[src/rtl/btn_cond_pkg.sv]
// Shared types and default constants for the pushbutton conditioner.
// Channel FSM states plus a helper that sizes the shared counter width.
package btn_cond_pkg;

    typedef enum logic [1:0] {
        ST_LOW    = 2'd0,
        ST_CHK_HI = 2'd1,
        ST_HIGH   = 2'd2,
        ST_CHK_LO = 2'd3
    } btn_state_e;

    localparam int DEF_NUM_BTN           = 2;
    localparam int DEF_SYNC_STAGES       = 2;
    localparam int DEF_DEBOUNCE_CYCLES   = 10000;
    localparam int DEF_LONG_PRESS_CYCLES = 2000000;

    // Wide enough to hold the larger of the two cycle limits inclusive.
    function automatic int cnt_width(input int debounce_cycles, input int long_press_cycles);
        int biggest;
        biggest = (debounce_cycles > long_press_cycles) ? debounce_cycles : long_press_cycles;
        return $clog2(biggest + 1);
    endfunction

endpackage

[src/rtl/btn_debounce_ch.sv]
// One button channel: synchroniser, debounce FSM with stability counter and
// registered level/edge pulses. Optional hold counter under BTN_LONG_PRESS_EN.
module btn_debounce_ch
    import btn_cond_pkg::*;
#(
    parameter int SYNC_STAGES       = DEF_SYNC_STAGES,
    parameter int DEBOUNCE_CYCLES   = DEF_DEBOUNCE_CYCLES,
    parameter int LONG_PRESS_CYCLES = DEF_LONG_PRESS_CYCLES
) (
    input  logic clk_i,
    input  logic rst_ni,
    input  logic btn_raw_i,
    output logic level_o,
    output logic rise_o,
    output logic fall_o,
    output logic long_press_o
);

    localparam int CNT_W = cnt_width(DEBOUNCE_CYCLES, LONG_PRESS_CYCLES);
    localparam logic [CNT_W-1:0] CNT_ZERO = '0;
    localparam logic [CNT_W-1:0] CNT_ONE  = CNT_W'(1);
    localparam logic [CNT_W-1:0] CNT_LAST = CNT_W'(DEBOUNCE_CYCLES - 1);
    // With a single-cycle debounce the entry value must already be the last count.
    localparam logic [CNT_W-1:0] CNT_ENTRY = (DEBOUNCE_CYCLES > 1) ? CNT_ONE : CNT_ZERO;

    logic [SYNC_STAGES-1:0] sync_q;
    logic                   s_sync;

    btn_state_e       state_q, state_d;
    logic [CNT_W-1:0] cnt_q, cnt_d;
    logic             level_q, level_d;
    logic             rise_q, rise_d;
    logic             fall_q, fall_d;

    always_ff @(posedge clk_i or negedge rst_ni) begin
        if (!rst_ni) begin
            sync_q <= '0;
        end else begin
            sync_q <= {sync_q[SYNC_STAGES-2:0], btn_raw_i};
        end
    end

    assign s_sync = sync_q[SYNC_STAGES-1];

    always_ff @(posedge clk_i or negedge rst_ni) begin
        if (!rst_ni) begin
            state_q <= ST_LOW;
            cnt_q   <= '0;
        end else begin
            state_q <= state_d;
            cnt_q   <= cnt_d;
        end
    end

    always_comb begin
        state_d = state_q;
        cnt_d   = CNT_ZERO;
        unique case (state_q)
            ST_LOW: begin
                if (s_sync) begin
                    state_d = ST_CHK_HI;
                    cnt_d   = CNT_ENTRY;
                end
            end
            ST_CHK_HI: begin
                if (!s_sync) begin
                    state_d = ST_LOW;
                end else if (cnt_q == CNT_LAST) begin
                    state_d = ST_HIGH;
                end else begin
                    cnt_d = cnt_q + CNT_ONE;
                end
            end
            ST_HIGH: begin
                if (!s_sync) begin
                    state_d = ST_CHK_LO;
                    cnt_d   = CNT_ENTRY;
                end
            end
            ST_CHK_LO: begin
                if (s_sync) begin
                    state_d = ST_HIGH;
                end else if (cnt_q == CNT_LAST) begin
                    state_d = ST_LOW;
                end else begin
                    cnt_d = cnt_q + CNT_ONE;
                end
            end
            default: begin
                state_d = ST_LOW;
            end
        endcase
    end

    always_comb begin
        level_d = level_q;
        rise_d  = 1'b0;
        fall_d  = 1'b0;
        if (state_q == ST_CHK_HI && s_sync && cnt_q == CNT_LAST) begin
            level_d = 1'b1;
            rise_d  = 1'b1;
        end
        if (state_q == ST_CHK_LO && !s_sync && cnt_q == CNT_LAST) begin
            level_d = 1'b0;
            fall_d  = 1'b1;
        end
    end

    always_ff @(posedge clk_i or negedge rst_ni) begin
        if (!rst_ni) begin
            level_q <= 1'b0;
            rise_q  <= 1'b0;
            fall_q  <= 1'b0;
        end else begin
            level_q <= level_d;
            rise_q  <= rise_d;
            fall_q  <= fall_d;
        end
    end

    assign level_o = level_q;
    assign rise_o  = rise_q;
    assign fall_o  = fall_q;

`ifdef BTN_LONG_PRESS_EN
    localparam logic [CNT_W-1:0] HOLD_LAST = CNT_W'(LONG_PRESS_CYCLES - 1);
    localparam logic [CNT_W-1:0] HOLD_SAT  = CNT_W'(LONG_PRESS_CYCLES);

    logic [CNT_W-1:0] hold_q, hold_d;
    logic             lp_q, lp_d;

    // Parking at HOLD_SAT (one past the trigger) guarantees one pulse per press.
    always_comb begin
        hold_d = hold_q;
        lp_d   = 1'b0;
        if (!level_d) begin
            hold_d = CNT_ZERO;
        end else if (level_q) begin
            if (hold_q != HOLD_SAT) begin
                hold_d = hold_q + CNT_ONE;
            end
            lp_d = (hold_q == HOLD_LAST);
        end
    end

    always_ff @(posedge clk_i or negedge rst_ni) begin
        if (!rst_ni) begin
            hold_q <= '0;
            lp_q   <= 1'b0;
        end else begin
            hold_q <= hold_d;
            lp_q   <= lp_d;
        end
    end

    assign long_press_o = lp_q;
`else
    assign long_press_o = 1'b0;
`endif

endmodule

[src/rtl/button_conditioner.sv]
// Pushbutton conditioner: NUM_BTN independent synchronise/debounce channels.
// Define BTN_LONG_PRESS_EN to build the per-channel long-press detectors.
module button_conditioner
    import btn_cond_pkg::*;
#(
    parameter int NUM_BTN           = DEF_NUM_BTN,
    parameter int SYNC_STAGES       = DEF_SYNC_STAGES,
    parameter int DEBOUNCE_CYCLES   = DEF_DEBOUNCE_CYCLES,
    parameter int LONG_PRESS_CYCLES = DEF_LONG_PRESS_CYCLES
) (
    input  logic               clk,
    input  logic               rst_n,
    input  logic [NUM_BTN-1:0] btn_raw,
    output logic [NUM_BTN-1:0] btn_level,
    output logic [NUM_BTN-1:0] btn_rise,
    output logic [NUM_BTN-1:0] btn_fall,
    output logic [NUM_BTN-1:0] long_press
);

    for (genvar g = 0; g < NUM_BTN; g++) begin : g_ch
        btn_debounce_ch #(
            .SYNC_STAGES      (SYNC_STAGES),
            .DEBOUNCE_CYCLES  (DEBOUNCE_CYCLES),
            .LONG_PRESS_CYCLES(LONG_PRESS_CYCLES)
        ) u_ch (
            .clk_i       (clk),
            .rst_ni      (rst_n),
            .btn_raw_i   (btn_raw[g]),
            .level_o     (btn_level[g]),
            .rise_o      (btn_rise[g]),
            .fall_o      (btn_fall[g]),
            .long_press_o(long_press[g])
        );
    end

endmodule

[config.mk]
export PLATFORM = sky130hd
export DESIGN_NAME = button_conditioner
export DESIGN_NICKNAME = d
export VERILOG_FILES = /design/src/rtl/btn_cond_pkg.sv /design/src/rtl/btn_debounce_ch.sv /design/src/rtl/button_conditioner.sv
export SDC_FILE = /design/constraint.sdc
export NUM_CORES = 1
export LEC_CHECK = 0
export ABC_AREA = 1
export CORE_MARGIN = 5
export CORE_UTILIZATION = 40
export CTS_CLUSTER_DIAMETER = 100
export DETAILED_ROUTE_END_ITERATION = 12
export PLACE_DENSITY = 0.59
export SLEW_MARGIN = 20
export SYNTH_ARGS = -nofsm -noshare
export SYNTH_HDL_FRONTEND = slang
export SYNTH_SLANG_ARGS = --single-unit
[constraint.sdc]
create_clock -name clk -period 2.85 [get_ports clk]
set_clock_uncertainty 0.1 [all_clocks]
set_input_delay 0.57 -clock clk [delete_from_list [all_inputs] [get_ports clk]]
set_output_delay 0.57 -clock clk [all_outputs]
set_load 0.01 [all_outputs]
==> impl_metrics.ini <==
[status]
status = complete, no violations

[yosys]
netlist_instances = 430
ys_seq_elements = 56
synth_cell_types = 28
ys_top_cells_by_count = nand2_1, nor2_1, dfrtp_1, inv_1, nand3_1
yosys_warnings = 0
yosysTopAreaCell = dfrtp_1
synth_flop_cell = dfrtp_1
synth_top_area_share_pct = 44.3
yosysMostFrequentCell = nand2_1
postSynth.asyncResetShare_pct = 100
synth_edf_count = 0
yosysSeqAreaShare_pct = 44.3
synth.area.top_cells = dfrtp_1, nand2_1, nor2_1
syn_area_per_cell_um2 = 7.35
synthesis.area_um2 = 3160

[clock_network]
clkTransAtPathRegs_ps = 110
cts-root-buf = clkbuf_8
insertion_delay_ps = 310
cts_tree = done
ctsResizeCount = 0
cts_sinks = 56
cts_buffers = 5
postCtsSetupBuffers = 0
htreeDepth = 2
cts_hold_buf = 0
clockBufferDepth = 2

[global_route]
overflow = 0
grt_start_max_net_pins = 25
grt_pass1_wl_um = 10500
grt.total_usage_pct = 13.0
grt_pass1_vias = 2274
antenna_found_initial = 0

[timing]
maxSlewHeadroom_pct = 65.0
period_share_pct = 67.0
fmax_mhz = 524
setup_viol = 0
worstMarginPinSlew_ps = 525
holdWs_ps = 114
rsz0062_at_grt = no
fin_crit_ps = 1910
fin_setup_tns_ps = 0
hold_viol_final = 0
drv_slew = 0

[floorplanning]
row_count = 32
core_area_um2 = 7730
pin_count = 12
dieArea_um2 = 9780
die_h_um = 98.9
initial_core_util_pct = 40.9
die_width_um = 98.9

[setup_path]
rr_endpoint = g_ch[0].u_ch.cnt_q[17]
cp.required_ps = 2930
r2r_start = g_ch[0].u_ch.cnt_q[0]
worstRegToRegCells = 6
arrival_ps = 1990
path_cells = ha_1 > nand3_2 > nor2_1 > nand3_1 > nand3b_2 > nor2_1
cp-end-kind = flop
cp_slowest_cell = dfrtp_1
cpMostUsedCell = nor2_1
path_max_fanout = 20
slowest_delay_ps = 420
rrSetupSlack_ps = 940
worstSetupPathType = flop to flop
startpoint_type = flop

[power]
power.density_nw_per_um2 = 435
p_leak_nw = 1.47
ir_drop_mv = 0.243
total_power_mw = 1.49

[layout]
nets = 444
final_util_pct = 44.5
area.growth.synth_to_final_pct = 8.71
drive_above_1_share_pct = 7.06
antenna_cells = 0
fin_cells = 541
fillers = 771

[min_path]
hold_class = input port to asynchronous set/reset pin

[detailed_routing]
wire_per_inst_um = 11.2
firstDrtPassIters = 5
drc = 0
ant_nets = 0
vias = 2509
routed_wl_um = 6080
routed_via_density = 4.64
first_iter_violations = 120

[job]
maxCapViolCount = 0

[placement]
io_buffers = 9
gp_congestion = 0.876
place_hpwl_um = 4610
dp.cells = 533
==> sequential cells by signal, summed over array words and instances, names as in the netlist, named ones only <==
register / cells
g_ch.u_ch.state_q: 2
g_ch.u_ch.level_o: 2
g_ch.u_ch.fall_o: 2
g_ch.u_ch.cnt_q: 42
g_ch.u_ch.sync_q: 4
g_ch.u_ch.rise_o: 2
==> layer usage <==
layer,part of all wire [%],global-route usage (%),routed length [um]
met3,3.8,2.62,230
met4,1.0,3.15,61
met1,54,19.7,3280
met5,0,0,0
met2,41,18.9,2510
==> power by group <==
part	internal (mW)	switching, mW
Sequential	0.802	0.00850
Clock	0.354	0.276
Combinational	0.0147	0.0392
==> cell usage in the layout, fill, tap and decap left out, drive strengths merged <==
master and instances:
a21oi 4, and2 2, buf 3, bufinv 2
clkbuf 5, clkdlybuf4s50 8, clkinv 1, conb 2
dfrtp 56, ha 2, inv 47, nand2 122
nand3 29, nand3b 1, nand4 5, nor2 117
nor3 4, o21ai 1, o21bai 1, or2 3
xnor2 11, xor2 13
==> critical path, delay by kind of cell, from the launching register on <==
kind / cells / cell delay [ps]
fa+ha+maj: 1 / 290
flops: 1 / 420
simple gates: 5 / 950
==> cell type report <==
class                      instances  area [um^2]  share of cell area (%)
clock buffer                       5         68.8                    2.00
multi-input combinational        317         1490                    43.4
clock inverter                     3         68.8                    2.00
inverter                          47          176                    5.13
tap                              102          128                    3.71
sequential                        56         1400                    40.8
timing repair buffer              11          100                    2.91
==> metrics by stage <==
step	worst slack (ps)	area (um^2)
5_1_grt	830	3440
4_1_cts	946	3440
3_3_place_gp	1080	3300
3_5_place_dp	970	3300
2_1_floorplan	1350	3160
6_report	940	3440
==> worst max-delay path by stage <==
| stage | start | endpoint | slack [ps] | cells after the start |
|---|---|---|---|---|
| 5_1_grt | g_ch[0].u_ch.cnt_q[0] | g_ch[0].u_ch.cnt_q[17] | 830 | 6 |
| 3_3_place_gp | g_ch[0].u_ch.cnt_q[0] | g_ch[0].u_ch.cnt_q[14] | 1080 | 6 |
| 3_5_place_dp | g_ch[0].u_ch.cnt_q[0] | g_ch[0].u_ch.cnt_q[17] | 970 | 6 |
| 4_1_cts | g_ch[1].u_ch.level_o | btn_level[1] | 950 | 1 |
| 2_1_floorplan | g_ch[1].u_ch.cnt_q[0] | g_ch[1].u_ch.cnt_q[2] | 1350 | 7 |
| 6_report | g_ch[0].u_ch.cnt_q[0] | g_ch[0].u_ch.cnt_q[17] | 940 | 6 |
==> cell families (layout without fill, tap and decap cells) <==
family	after synthesis	after routing	share of synthesized area (%)
xor+xnor	24	24	6.65
buf+inv	58	66	8.55
fa+ha+maj	2	2	0.792
simple gates	283	283	38.5
other cells	1	2	0.119
compound gates	6	6	1.03
flops	56	56	44.3
Note: power is estimated with default switching activity, not from simulation.
